==> src/rtl/wb_epbuf_wide_if.sv <==
// Wishbone-side bus bundle for wb_epbuf_wide.
// wb_err exists only when WB_EPBUF_ERR_EN is defined.
interface wb_epbuf_wide_if #(
  parameter int WB_DW = 32,
  parameter int AW    = 7
);
  logic [AW-1:0]      wb_addr;
  logic [WB_DW-1:0]   wb_wdata;
  logic [WB_DW/8-1:0] wb_wmsk;
  logic               wb_we;
  logic               wb_cyc;
  logic [WB_DW-1:0]   wb_rdata;
  logic               wb_ack;
`ifdef WB_EPBUF_ERR_EN
  logic               wb_err;
`endif

  modport master (
    output wb_addr, wb_wdata, wb_wmsk, wb_we, wb_cyc,
`ifdef WB_EPBUF_ERR_EN
    input  wb_err,
`endif
    input  wb_rdata, wb_ack
  );

  modport slave (
    input  wb_addr, wb_wdata, wb_wmsk, wb_we, wb_cyc,
`ifdef WB_EPBUF_ERR_EN
    output wb_err,
`endif
    output wb_rdata, wb_ack
  );
endinterface

==> src/rtl/wb_epbuf_wide.sv <==
// Wide Wishbone word to narrow EP buffer bridge: each WB access becomes R sequential EP beats.
// Optional WB_EPBUF_ERR_EN: out-of-range word addresses (>= DEPTH) answer with wb_err instead.
module wb_epbuf_wide #(
  parameter int WB_DW  = 32,
  parameter int EP_DW  = 16,
  parameter int AW     = 7,
  parameter int DEPTH  = 2**AW,
  localparam int R     = WB_DW / EP_DW,
  localparam int LR    = $clog2(R),
  localparam int EP_MW = EP_DW / 8
) (
  input  logic             clk,
  input  logic             rst_n,
  wb_epbuf_wide_if.slave   wb,
  output logic [AW+LR-1:0] ep_tx_addr_0,
  output logic [EP_DW-1:0] ep_tx_data_0,
  output logic [EP_MW-1:0] ep_tx_wmsk_0,
  output logic             ep_tx_we_0,
  output logic [AW+LR-1:0] ep_rx_addr_0,
  input  logic [EP_DW-1:0] ep_rx_data_1,
  output logic             ep_rx_re_0
);

  if (!((WB_DW == 32 || WB_DW == 64) && (EP_DW == 8 || EP_DW == 16))
      || DEPTH < 1 || DEPTH > 2**AW) begin : g_bad_cfg
    $error("wb_epbuf_wide: unsupported WB_DW/EP_DW/DEPTH combination");
  end

  typedef enum logic [1:0] {IDLE, XFER, FLUSH, ACK} state_t;

  localparam logic [LR-1:0] K_LAST = LR'(R - 1);

  state_t           state_q, state_d;
  logic [LR-1:0]    k_q, k_d;
  logic [WB_DW-1:0] rdata_q;
  logic             cap_en;
  logic [LR-1:0]    cap_slot;

`ifdef WB_EPBUF_ERR_EN
  logic err_q, err_d;
  logic oor;

  assign oor = {1'b0, wb.wb_addr} >= (AW+1)'(DEPTH);
`endif

  // State register
  always_ff @(posedge clk or negedge rst_n) begin
    if (!rst_n) begin
      state_q <= IDLE;
      k_q     <= '0;
`ifdef WB_EPBUF_ERR_EN
      err_q   <= 1'b0;
`endif
    end else begin
      state_q <= state_d;
      k_q     <= k_d;
`ifdef WB_EPBUF_ERR_EN
      err_q   <= err_d;
`endif
    end
  end

  // Next-state logic
  always_comb begin
    state_d = state_q;
    k_d     = k_q;
`ifdef WB_EPBUF_ERR_EN
    err_d   = err_q;
`endif
    unique case (state_q)
      IDLE: begin
        k_d = '0;
        if (wb.wb_cyc) begin
`ifdef WB_EPBUF_ERR_EN
          err_d   = oor;
          state_d = oor ? ACK : XFER;
`else
          state_d = XFER;
`endif
        end
      end
      XFER: begin
        if (!wb.wb_cyc) begin
          state_d = IDLE;
          k_d     = '0;
        end else if (k_q == K_LAST) begin
          state_d = wb.wb_we ? ACK : FLUSH;
          k_d     = '0;
        end else begin
          k_d = k_q + LR'(1);
        end
      end
      FLUSH:   state_d = wb.wb_cyc ? ACK : IDLE;
      ACK:     state_d = IDLE;
      default: state_d = IDLE;
    endcase
  end

  // Read data lags its address by one cycle, so beat k lands on slot k-1; the last one lands in FLUSH.
  always_comb begin
    cap_en   = ((state_q == XFER) && !wb.wb_we && (k_q != '0)) || (state_q == FLUSH);
    cap_slot = (state_q == FLUSH) ? K_LAST : k_q - LR'(1);
  end

  always_ff @(posedge clk or negedge rst_n) begin
    if (!rst_n) begin
      rdata_q <= '0;
    end else if (cap_en) begin
      rdata_q[EP_DW*int'(cap_slot) +: EP_DW] <= ep_rx_data_1;
    end
  end

  assign wb.wb_rdata = rdata_q;

  // Output logic
  always_comb begin
    ep_tx_addr_0 = '0;
    ep_tx_data_0 = '0;
    ep_tx_wmsk_0 = '0;
    ep_tx_we_0   = 1'b0;
    ep_rx_addr_0 = '0;
    ep_rx_re_0   = 1'b0;
    wb.wb_ack    = 1'b0;
`ifdef WB_EPBUF_ERR_EN
    wb.wb_err    = 1'b0;
`endif
    if (state_q == XFER) begin
      if (wb.wb_we) begin
        ep_tx_we_0   = 1'b1;
        ep_tx_addr_0 = {wb.wb_addr, k_q};
        ep_tx_data_0 = wb.wb_wdata[EP_DW*int'(k_q) +: EP_DW];
        ep_tx_wmsk_0 = wb.wb_wmsk[EP_MW*int'(k_q) +: EP_MW];
      end else begin
        ep_rx_re_0   = 1'b1;
        ep_rx_addr_0 = {wb.wb_addr, k_q};
      end
    end
    if (state_q == ACK) begin
`ifdef WB_EPBUF_ERR_EN
      wb.wb_ack = !err_q;
      wb.wb_err = err_q;
`else
      wb.wb_ack = 1'b1;
`endif
    end
  end

endmodule

==> src/flat_wrapper.sv <==
// flat-port wrapper written by rule: the top's interface ports become plain ports
module wb_epbuf_wide_flat 
#(
  parameter int WB_DW  = 32,
  parameter int EP_DW  = 16,
  parameter int AW     = 7,
  parameter int DEPTH  = 2**AW,
  localparam int R     = WB_DW / EP_DW,
  localparam int LR    = $clog2(R),
  localparam int EP_MW = EP_DW / 8
)
  (clk, rst_n, ep_tx_addr_0, ep_tx_data_0, ep_tx_wmsk_0, ep_tx_we_0, ep_rx_addr_0, ep_rx_data_1, ep_rx_re_0, wb_wb_addr, wb_wb_wdata, wb_wb_wmsk, wb_wb_we, wb_wb_cyc, wb_wb_rdata, wb_wb_ack);
  wb_epbuf_wide_if #(.WB_DW(WB_DW), .AW(AW)) wb_i ();
  input  logic clk;
  input  logic rst_n;
  output logic [AW+LR-1:0] ep_tx_addr_0;
  output logic [EP_DW-1:0] ep_tx_data_0;
  output logic [EP_MW-1:0] ep_tx_wmsk_0;
  output logic ep_tx_we_0;
  output logic [AW+LR-1:0] ep_rx_addr_0;
  input  logic [EP_DW-1:0] ep_rx_data_1;
  output logic ep_rx_re_0;
  input wire logic [$bits(wb_i.wb_addr)-1:0] wb_wb_addr;
  input wire logic [$bits(wb_i.wb_wdata)-1:0] wb_wb_wdata;
  input wire logic [$bits(wb_i.wb_wmsk)-1:0] wb_wb_wmsk;
  input wire logic [$bits(wb_i.wb_we)-1:0] wb_wb_we;
  input wire logic [$bits(wb_i.wb_cyc)-1:0] wb_wb_cyc;
  output wire logic [$bits(wb_i.wb_rdata)-1:0] wb_wb_rdata;
  output wire logic [$bits(wb_i.wb_ack)-1:0] wb_wb_ack;
  assign wb_i.wb_addr = wb_wb_addr;
  assign wb_i.wb_wdata = wb_wb_wdata;
  assign wb_i.wb_wmsk = wb_wb_wmsk;
  assign wb_i.wb_we = wb_wb_we;
  assign wb_i.wb_cyc = wb_wb_cyc;
  assign wb_wb_rdata = wb_i.wb_rdata;
  assign wb_wb_ack = wb_i.wb_ack;
  wb_epbuf_wide #(.WB_DW(WB_DW), .EP_DW(EP_DW), .AW(AW), .DEPTH(DEPTH)) u_core (.clk(clk), .rst_n(rst_n), .wb(wb_i), .ep_tx_addr_0(ep_tx_addr_0), .ep_tx_data_0(ep_tx_data_0), .ep_tx_wmsk_0(ep_tx_wmsk_0), .ep_tx_we_0(ep_tx_we_0), .ep_rx_addr_0(ep_rx_addr_0), .ep_rx_data_1(ep_rx_data_1), .ep_rx_re_0(ep_rx_re_0));
endmodule
==> config.mk <==
export PLATFORM = sky130hd
export DESIGN_NAME = wb_epbuf_wide_flat
export DESIGN_NICKNAME = d
export VERILOG_FILES = /design/src/rtl/wb_epbuf_wide_if.sv /design/src/rtl/wb_epbuf_wide.sv /design/src/flat_wrapper.sv
export SDC_FILE = /design/constraint.sdc
export NUM_CORES = 1
export LEC_CHECK = 0
export ABC_AREA = 0
export BUFFER_PORTS_ARGS = -buffer_cell sky130_fd_sc_hd__buf_2
export CAP_MARGIN = 25
export CORE_MARGIN = 1.5
export CORE_UTILIZATION = 43
export DETAILED_ROUTE_END_ITERATION = 7
export PLACE_DENSITY = 0.84
export SLEW_MARGIN = 5
export SYNTH_ARGS = -nofsm -noshare
export SYNTH_HDL_FRONTEND = slang
export SYNTH_SLANG_ARGS = --single-unit
==> constraint.sdc <==
create_clock -name clk -period 3.4 [get_ports clk]
set_input_delay 0.34 -clock clk [delete_from_list [all_inputs] [get_ports clk]]
set_output_delay 0.34 -clock clk [all_outputs]
set_load 0.005 [all_outputs]
# After elaboration in Yosys (flattened, before gate mapping)
# Cells that the tools add are included.
word_totals:
  reg_bits: 35
  inputBits: 63
  out_inout_bits: 69
  word_cells: 46
classes:
  add_sub_neg: 3
  n_eq_ne: 5
  shift: 4
  n_mux: 24
  reduce_logical: 7
op_table:
  columns: ["cell", "count"]
  rows:
  - ["5-bit negation with 33-bit output", 1]
  - ["16-bit by 33-bit variable shift with 32-bit output (first input constant)", 1]
  - ["16-bit by 33-bit variable part select with 32-bit output", 1]
  - ["32-bit bitwise mux", 1]
  - ["16-bit two-way mux", 2]
  - ["8-bit two-way mux", 4]
  - ["32-bit by 6-bit variable part select with 16-bit output", 1]
  - ["2-bit two-way mux", 6]
  - ["1-bit two-way mux", 9]
  - ["2-bit one-hot mux with 4 select lines", 1]
  - ["2-bit equality test (second input constant)", 2]
  - ["4-bit by 3-bit variable part select with 2-bit output", 1]
  - ["3-bit by 2-bit != test with 1-bit output (second input constant)", 1]
  - ["2-bit by 1-bit equality test with 1-bit output (second input constant)", 1]
  - ["1-bit logical AND", 2]
  - ["2-bit logical NOT", 1]
  - ["2-bit != test (second input constant)", 1]
  - ["1-bit one-hot mux with 2 select lines", 1]
  - ["2-bit AND reduction", 1]
  - ["2-bit nonzero test", 1]
  - ["1-bit adder (second input constant)", 1]
  - ["1-bit logical NOT", 1]
  - ["1-bit logical OR", 1]
  - ["1-bit subtractor (second input constant)", 1]

# Logic depth before layout (Yosys ltp)
# Gate-level depths: netlist of the first run.
logic_depth:
  ltp_word: 5
  ltp_mapped: 5
  ltp_nobuf: 3

# Worst setup path before layout of the first run
# Ideal clock, no wire load.
synth_path:
  path_type: "reg-to-reg"
  startpoint: "register u_core.state_q[1]"
  endpoint: "register u_core.rdata_q[0], in the netlist u_core.wb.wb_rdata[0]"
  setup_time_ps: 125
  arrival_time_ps: 1439
  slack_ps: 1836
  path_stages_with_launch: 6
  period_less_slack_ps: 1564
  path_cell_list: "dfrtp_1 -> nor3b_4 -> and2_4 -> buf_12 -> buf_12 -> mux2_4"
synth_via:
  elab_chain_len: 5
  word_cells_on_any_way: 10
  cone_classes: "add/sub (1); eq/ne (2); shift (2); mux (2); reduce/logical (3)"
synth_lines:
  columns: ["item", "line", "source"]
  rows:
  - ["from (decl)", "wb_epbuf_wide.sv:33", "state_t state_q, state_d;"]
  - ["from (signal assigned)", "wb_epbuf_wide.sv:55", "state_q <= state_d;"]
  - ["2-bit equality test", "wb_epbuf_wide.sv:101, wb_epbuf_wide.sv:102", null]
  - ["1-bit two-way mux", "wb_epbuf_wide.sv:102", "cap_slot = (state_q == FLUSH) ? K_LAST : k_q - LR'(1);"]
  - ["5-bit negation with 33-bit output", "wb_epbuf_wide.sv:109", "rdata_q[EP_DW*int'(cap_slot) +: EP_DW] <= ep_rx_data_1;"]
  - ["16-bit by 33-bit variable part select with 32-bit output / 16-bit by 33-bit variable shift with 32-bit output (equally long branches)", "wb_epbuf_wide.sv:109", null]
  - ["32-bit bitwise mux", "wb_epbuf_wide.sv:109", null]
  - ["to (signal, indexed assignment)", "wb_epbuf_wide.sv:109", null]
  - ["to (decl)", "wb_epbuf_wide.sv:35", "logic [WB_DW-1:0] rdata_q;"]
# Several ways; a longest one is shown, not always the timed one.
# A chain may end at the register's enable or synchronous reset.

# Worst setup path in the final report of the first run
layout_path:
  startpoint: "register u_core.state_q[1]"
  endpoint: "output port ep_tx_data_0[8]"
layout_via:
  elab_chain_len: 2
layout_lines:
  columns: ["item", "line", "source"]
  rows:
  - ["2-bit by 1-bit equality test with 1-bit output", "wb_epbuf_wide.sv:127", "if (state_q == XFER) begin"]
  - ["16-bit two-way mux", "wb_epbuf_wide.sv:127", null]
  - ["to (decl)", "flat_wrapper.sv:17", "output logic [EP_DW-1:0] ep_tx_data_0;"]
# Every way passes these cells.

==> results_dict.tcl, run 1 <==
set metrics [dict create \
    drt_iter0_drc 59 \
    ys.warnings.count 0 \
    dp_hpwl_um 3085 \
    htreeDepth 2 \
    viasPerCell 4.748 \
    diodes 0 \
    overflow 0 \
    fp.coreArea_sq_um 4000 \
    setup_viol 0 \
    cts_buffers 5 \
    fin_crit_ps 2111 \
    first_pass_iters 5 \
    vias 1529 \
    avgRoutedWirePerCell_um 12.51 \
    grt_pass1_wl_um 5727 \
    wirelength_um 4028 \
    avgSynthCellArea_sq_um 12.60 \
    start_kind "register" \
    max_stage_delay_ps 450 \
    die_h_um 67.73 \
    yosysTopAreaCell "dfrtp_1" \
    slew_headroom 0.4318 \
    max-vdd-ir-drop_mv 0.1816 \
    syn2layout_area_growth_pct 40.56 \
    io_pins 132 \
    cts_buffer_depth 2 \
    path_clk_slew_ps 70 \
    tns_ps 0 \
    synth_top_family_by_area "multiplexers" \
    nets 335 \
    post_cts_buffers 0 \
    path_class "reg2out" \
    clock-sinks 35 \
    yosysSeqAreaShare 0.4861 \
    io_buffers 131 \
    synth-compound-area-share 0.009722 \
    fp.dieArea_sq_um 4587 \
    synth-adder-area-share 0 \
    skew_ps 7.725 \
    antenna_left 0 \
    critPathRequiredTime_ps 3060 \
    drc 0 \
    fmax_ghz 0.4737 \
    cp_slowest_cell "dfrtp_1" \
    chipWidth_um 67.73 \
    first_global_vias 1320 \
    cts-root-buf "clkbuf_8" \
    synthCells 143 \
    place_congestion 0.7580 \
    drive_above_1_share 0.6691 \
    synth_area_sq_um 1802 \
    final_max_slew_viol_count 0 \
    hold_violations 0 \
    cp_max_fo 19 \
    total_power_w 0.001350 \
    synthMuxAreaShare 0.3188 \
    cp.arrival_ps 1770 \
    track_usage 0.1671 \
    cap_violations 0 \
    p_leak_nw 1.396 \
    end_kind "primary output" \
    antenna_found_initial 0 \
    synth.distinct_cells 21 \
    clk_latency_ps 270 \
    grt_start_max_net_pins 36 \
    fp-row-count 23 \
    min_path_type "in2async" \
    cts_tree "done" \
    path_cells "and2b_2 -> nand2_1 -> nor2_1 -> buf_2" \
    rsz0062_at_grt "no" \
    tightest_slew_ps 852.4 \
    post-route-period-util 0.6209 \
    holdBufCountCts 0 \
    synth_xor_area_frac 0 \
    ys_ff_latch 35 \
    start_util 0.4504 \
    post_cts_resized 0 \
    synth_top_area_share 0.4861 \
    syn-num-nets 206 \
    powerDensity_nw_per_um2 533.0 \
    synthSimpleGateAreaFrac 0.1375 \
    status "complete, no violations" \
    synth.area.top_cells "dfrtp_1 49%, mux2_2 14%, mux2i_1 10%, mux2_4 7.5%, nor2_1 3.8%" \
]
==> synthesized netlist by cell type (all sizes together) <==
master	n
nor2	18
and3	8
nand2b	1
o21ai	2
nand2	4
clkbuf	3
a21boi	1
nor3b	1
and2b	1
mux2i	18
buf	7
mux2	32
nor2b	1
and2	10
dfrtp	35
inv	1
==> cell families after synthesis <==
group / count (synthesis)
multiplexers: 50
AND/OR/NAND/NOR: 44
flip-flops: 35
buffers and inverters: 11
AO/OA/AOI/OAI: 3
==> critical path, delay by kind of cell, from the launching register on <==
family	cells	cell delay, ps
DFF	1	450
and+or+nand+nor	3	920
buffers and inverters	1	130
==> per-layer routing <==
layer  part of all wire  wire length (um)  track usage
met2               0.51              2049       0.3223
met1               0.40              1612       0.1698
met3              0.085               344      0.05000
met4             0.0052                21      0.05102
met5                  0                 0            0
==> area by class of cell <==
class,count,area (sq um)
Clock inverter,1,5.005
Inverter,1,3.754
Sequential cell,35,875.8
Fill cell,321,1468
Tap cell,50,62.56
Timing Repair Buffer,132,663.1
Multi-Input combinational cell,97,839.6
Clock buffer,6,82.58
==> placed cells by master, fill, tap and decap left out <==
| cell | n |
|---|---|
| buf_2 | 131 |
| dfrtp_1 | 35 |
| mux2_2 | 23 |
| mux2i_1 | 18 |
| nor2_1 | 18 |
| mux2_4 | 9 |
| and2_2 | 8 |
| and3_1 | 8 |
| clkbuf_8 | 6 |
| nand2_1 | 4 |
| o21ai_0 | 2 |
| nor3b_4 | 1 |
| and2_4 | 1 |
| and2b_2 | 1 |
| inv_1 | 1 |
| nand2b_1 | 1 |
| a21boi_0 | 1 |
| nor2b_1 | 1 |
| and2_1 | 1 |
| clkinv_2 | 1 |
| buf_4 | 1 |
==> final timing paths <==
path | start | endpoint | slack [ps] | depth (start not counted)
min in group clk | wb_wb_cyc | u_core.state_q[0] | 300 | 2
min reg2reg | u_core.wb.wb_rdata[17] | u_core.wb.wb_rdata[17] | 500 | 1
max in group asynchronous | rst_n | u_core.wb.wb_rdata[31] | 2770 | 1
max | u_core.state_q[1] | ep_tx_data_0[8] | 1290 | 4
min | rst_n | u_core.k_q | 140 | 1
max reg2reg | u_core.state_q[1] | u_core.wb.wb_rdata[4] | 1690 | 3
==> sequential cells by signal (all words and copies together) (netlist names) <==
signal / flops
u_core.state_q: 2
u_core.k_q: 1
u_core.wb.wb_rdata: 32
==> where the power goes <==
| group | switching [W] | leakage (nW) | internal [W] |
|---|---|---|---|
| clock network | 0.000130 | 0.0470 | 0.000159 |
| registers | 0.0000659 | 0.419 | 0.000557 |
| logic | 0.000164 | 0.930 | 0.000275 |
| total | 0.000360 | 1.40 | 0.000990 |
==> metrics by stage <==
step	utilization	cells	area (sq um)	worst slack, ps	hold slack (ps)
global route	0.6331	322	2532	1093	190.8
global placement	0.6112	315	2445	1658	444.1
detailed placement	0.6112	315	2445	1600	461.5
finish	0.6331	322	2532	1289	140.0
floorplan	-	143	1802	1836	44.41
CTS	0.6331	322	2532	1269	158.3
Power figures use the tool's default switching activity.
==> run 2, diff against run 1 <==
--- a/config.mk
+++ b/config.mk
@@ -9,9 +9,9 @@
 export BUFFER_PORTS_ARGS = -buffer_cell sky130_fd_sc_hd__buf_2
 export CAP_MARGIN = 25
 export CORE_MARGIN = 1.5
-export CORE_UTILIZATION = 43
+export CORE_UTILIZATION = 36
 export DETAILED_ROUTE_END_ITERATION = 7
-export PLACE_DENSITY = 0.84
+export PLACE_DENSITY = 0.75
 export SLEW_MARGIN = 5
 export SYNTH_ARGS = -nofsm -noshare
 export SYNTH_HDL_FRONTEND = slang
==> constraint.sdc (replaced) <==
create_clock -name clk -period 1.9 [get_ports clk]
set_input_delay 0.19 -clock clk [delete_from_list [all_inputs] [get_ports clk]]
set_output_delay 0.19 -clock clk [all_outputs]
set_load 0.005 [all_outputs]
==> run 2 against run 1 <==
Sequential cell count stayed put. Clock power is 75% higher. Sequential power is 80% higher. Critical path depth stayed put. Via count is 0.46% higher. Cell count is 6.5% higher. Die area is 19% higher. Wire length is 3.0% higher. Critical endpoint is now ep_tx_data_0[14].
==> results_dict.tcl, run 2 (synthesis results as in run 1) <==
set metrics [dict create \
    status "complete, no violations" \
    vias 1536 \
    crit_end "ep_tx_data_0[14]" \
    slew_headroom 0.5071 \
    diodes 0 \
    cp_slowest_cell "dfrtp_1" \
    overflow 0 \
    max_stage_delay_ps 440 \
    rr_endpoint "u_core.wb.wb_rdata[4]" \
    io_pins 132 \
    cp_max_fo 19 \
    chipWidth_um 73.75 \
    total_power_w 0.002419 \
    io_buffers 131 \
    viasPerCell 4.478 \
    final_cell_mix "131 x buf_2, 35 x dfrtp_1, 23 x mux2_2" \
    end_kind "primary output" \
    setup_viol 0 \
    htreeDepth 2 \
    r2r_start "u_core.state_q[1]" \
    post-route-period-util 0.8819 \
    grt_start_max_net_pins 36 \
    max-vdd-ir-drop_mv 0.3599 \
    die_h_um 73.75 \
    skew_ps 5.937 \
    cts_buffer_depth 2 \
    layout_commonest_cell "buf_2" \
    finalWorstSetupSlack_ps 224.4 \
    place_ws_ps 228.6 \
    clk_latency_ps 280 \
    cp.arrival_ps 1490 \
    start_kind "register" \
    cts-root-buf "clkbuf_8" \
    hold_violations 0 \
    nets 338 \
    dp_hpwl_um 3285 \
    syn2layout_area_growth_pct 43.40 \
    path_class "reg2out" \
    tns_ps 0 \
    r2r_cells 3 \
    fmax_ghz 0.5968 \
    path_cells "and2b_2 -> nand2_4 -> nor2_1 -> buf_2" \
    first_global_vias 1365 \
    drc 0 \
    critPathRequiredTime_ps 1710 \
    drt_iter0_drc 44 \
    final_max_slew_viol_count 0 \
    post_cts_buffers 0 \
    rsz0062_at_grt "no" \
    min_path_type "in2reg" \
    first_pass_iters 4 \
    start_util 0.3765 \
    p_leak_nw 1.409 \
    largest_register_ffs 32 \
    antenna_found_initial 0 \
    drive_above_1_share 0.6703 \
    grt_pass1_wl_um 5906 \
    startpoint "u_core.state_q[1]" \
    fp.coreArea_sq_um 4786 \
    tightest_slew_ps 739.3 \
    cap_violations 0 \
    track_usage 0.1449 \
    avgRoutedWirePerCell_um 12.09 \
    r2r_slack_ps 390 \
    powerDensity_nw_per_um2 936.2 \
    antenna_left 0 \
    place_congestion 0.7349 \
    wirelength_um 4148 \
    cts_tree "done" \
    cts_buffers 5 \
    clock-sinks 35 \
    path_clk_slew_ps 60 \
    fp-row-count 25 \
    fin_crit_ps 1676 \
    fp.dieArea_sq_um 5438 \
]
## run 2: layer usage
metal	share of wire	vias up	track usage	wire, um
met5	0	-	0	0
met4	0.013	0	0.05556	53
met3	0.084	6	0.04527	348
met2	0.52	85	0.2653	2170
met1	0.38	696	0.1535	1577
li1	-	749	-	-
## run 2: through the flow
step | instance area, sq um | std cells | utilization | hold WS, ps
after global routing | 2584 | 343 | 0.5399 | 143.2
after CTS | 2579 | 343 | 0.5388 | 132.5
after floorplan | 1802 | 143 | - | -105.6
final | 2584 | 343 | 0.5399 | 142.4
after detailed placement | 2481 | 334 | 0.5184 | 301.0
after global placement | 2481 | 334 | 0.5184 | 302.8
## run 2: report_power, final
part           total (W)  leakage, nW  switching [W]  internal [W]
sequential       0.00112        0.419       0.000125      0.000996
clock           0.000505       0.0412       0.000249      0.000256
combinational   0.000793        0.949       0.000298      0.000496
total            0.00242         1.41       0.000671       0.00175
## run 2: area by class of cell
type | count | area, sq um
clock inverter | 2 | 12.51
multi-input combinational | 97 | 847.1
clock buffer | 6 | 72.57
fill | 437 | 2202
sequential | 35 | 875.8
timing repair buffer | 135 | 688.2
tap | 67 | 83.83
inverter | 1 | 3.754
## run 2: how the worst min path moves through the flow
stage | from | end | slack, ps | cells after the start
floorplan | rst_n | u_core.k_q | -110 | 0
global placement | rst_n | u_core.wb.wb_rdata[13] | 300 | 1
detailed placement | rst_n | u_core.wb.wb_rdata[13] | 300 | 1
CTS | wb_wb_cyc | u_core.state_q[0] | 130 | 2
global route | ep_rx_data_1[11] | u_core.wb.wb_rdata[11] | 140 | 2
finish | wb_wb_cyc | u_core.state_q[0] | 140 | 2
## run 2: worst max-delay path: cells and delay by family, from the launching register on
family,cells,cell delay (ps)
buffers and inverters,1,120
AND/OR/NAND/NOR,3,650
flip-flops,1,440
## run 2: repair_timing
action | CTS | global route
gates resized for setup | 1 | 1
hold buffers | 1 | 0
setup endpoints to repair | 19 | 8
endpoints found under the hold margin | 35 | 0
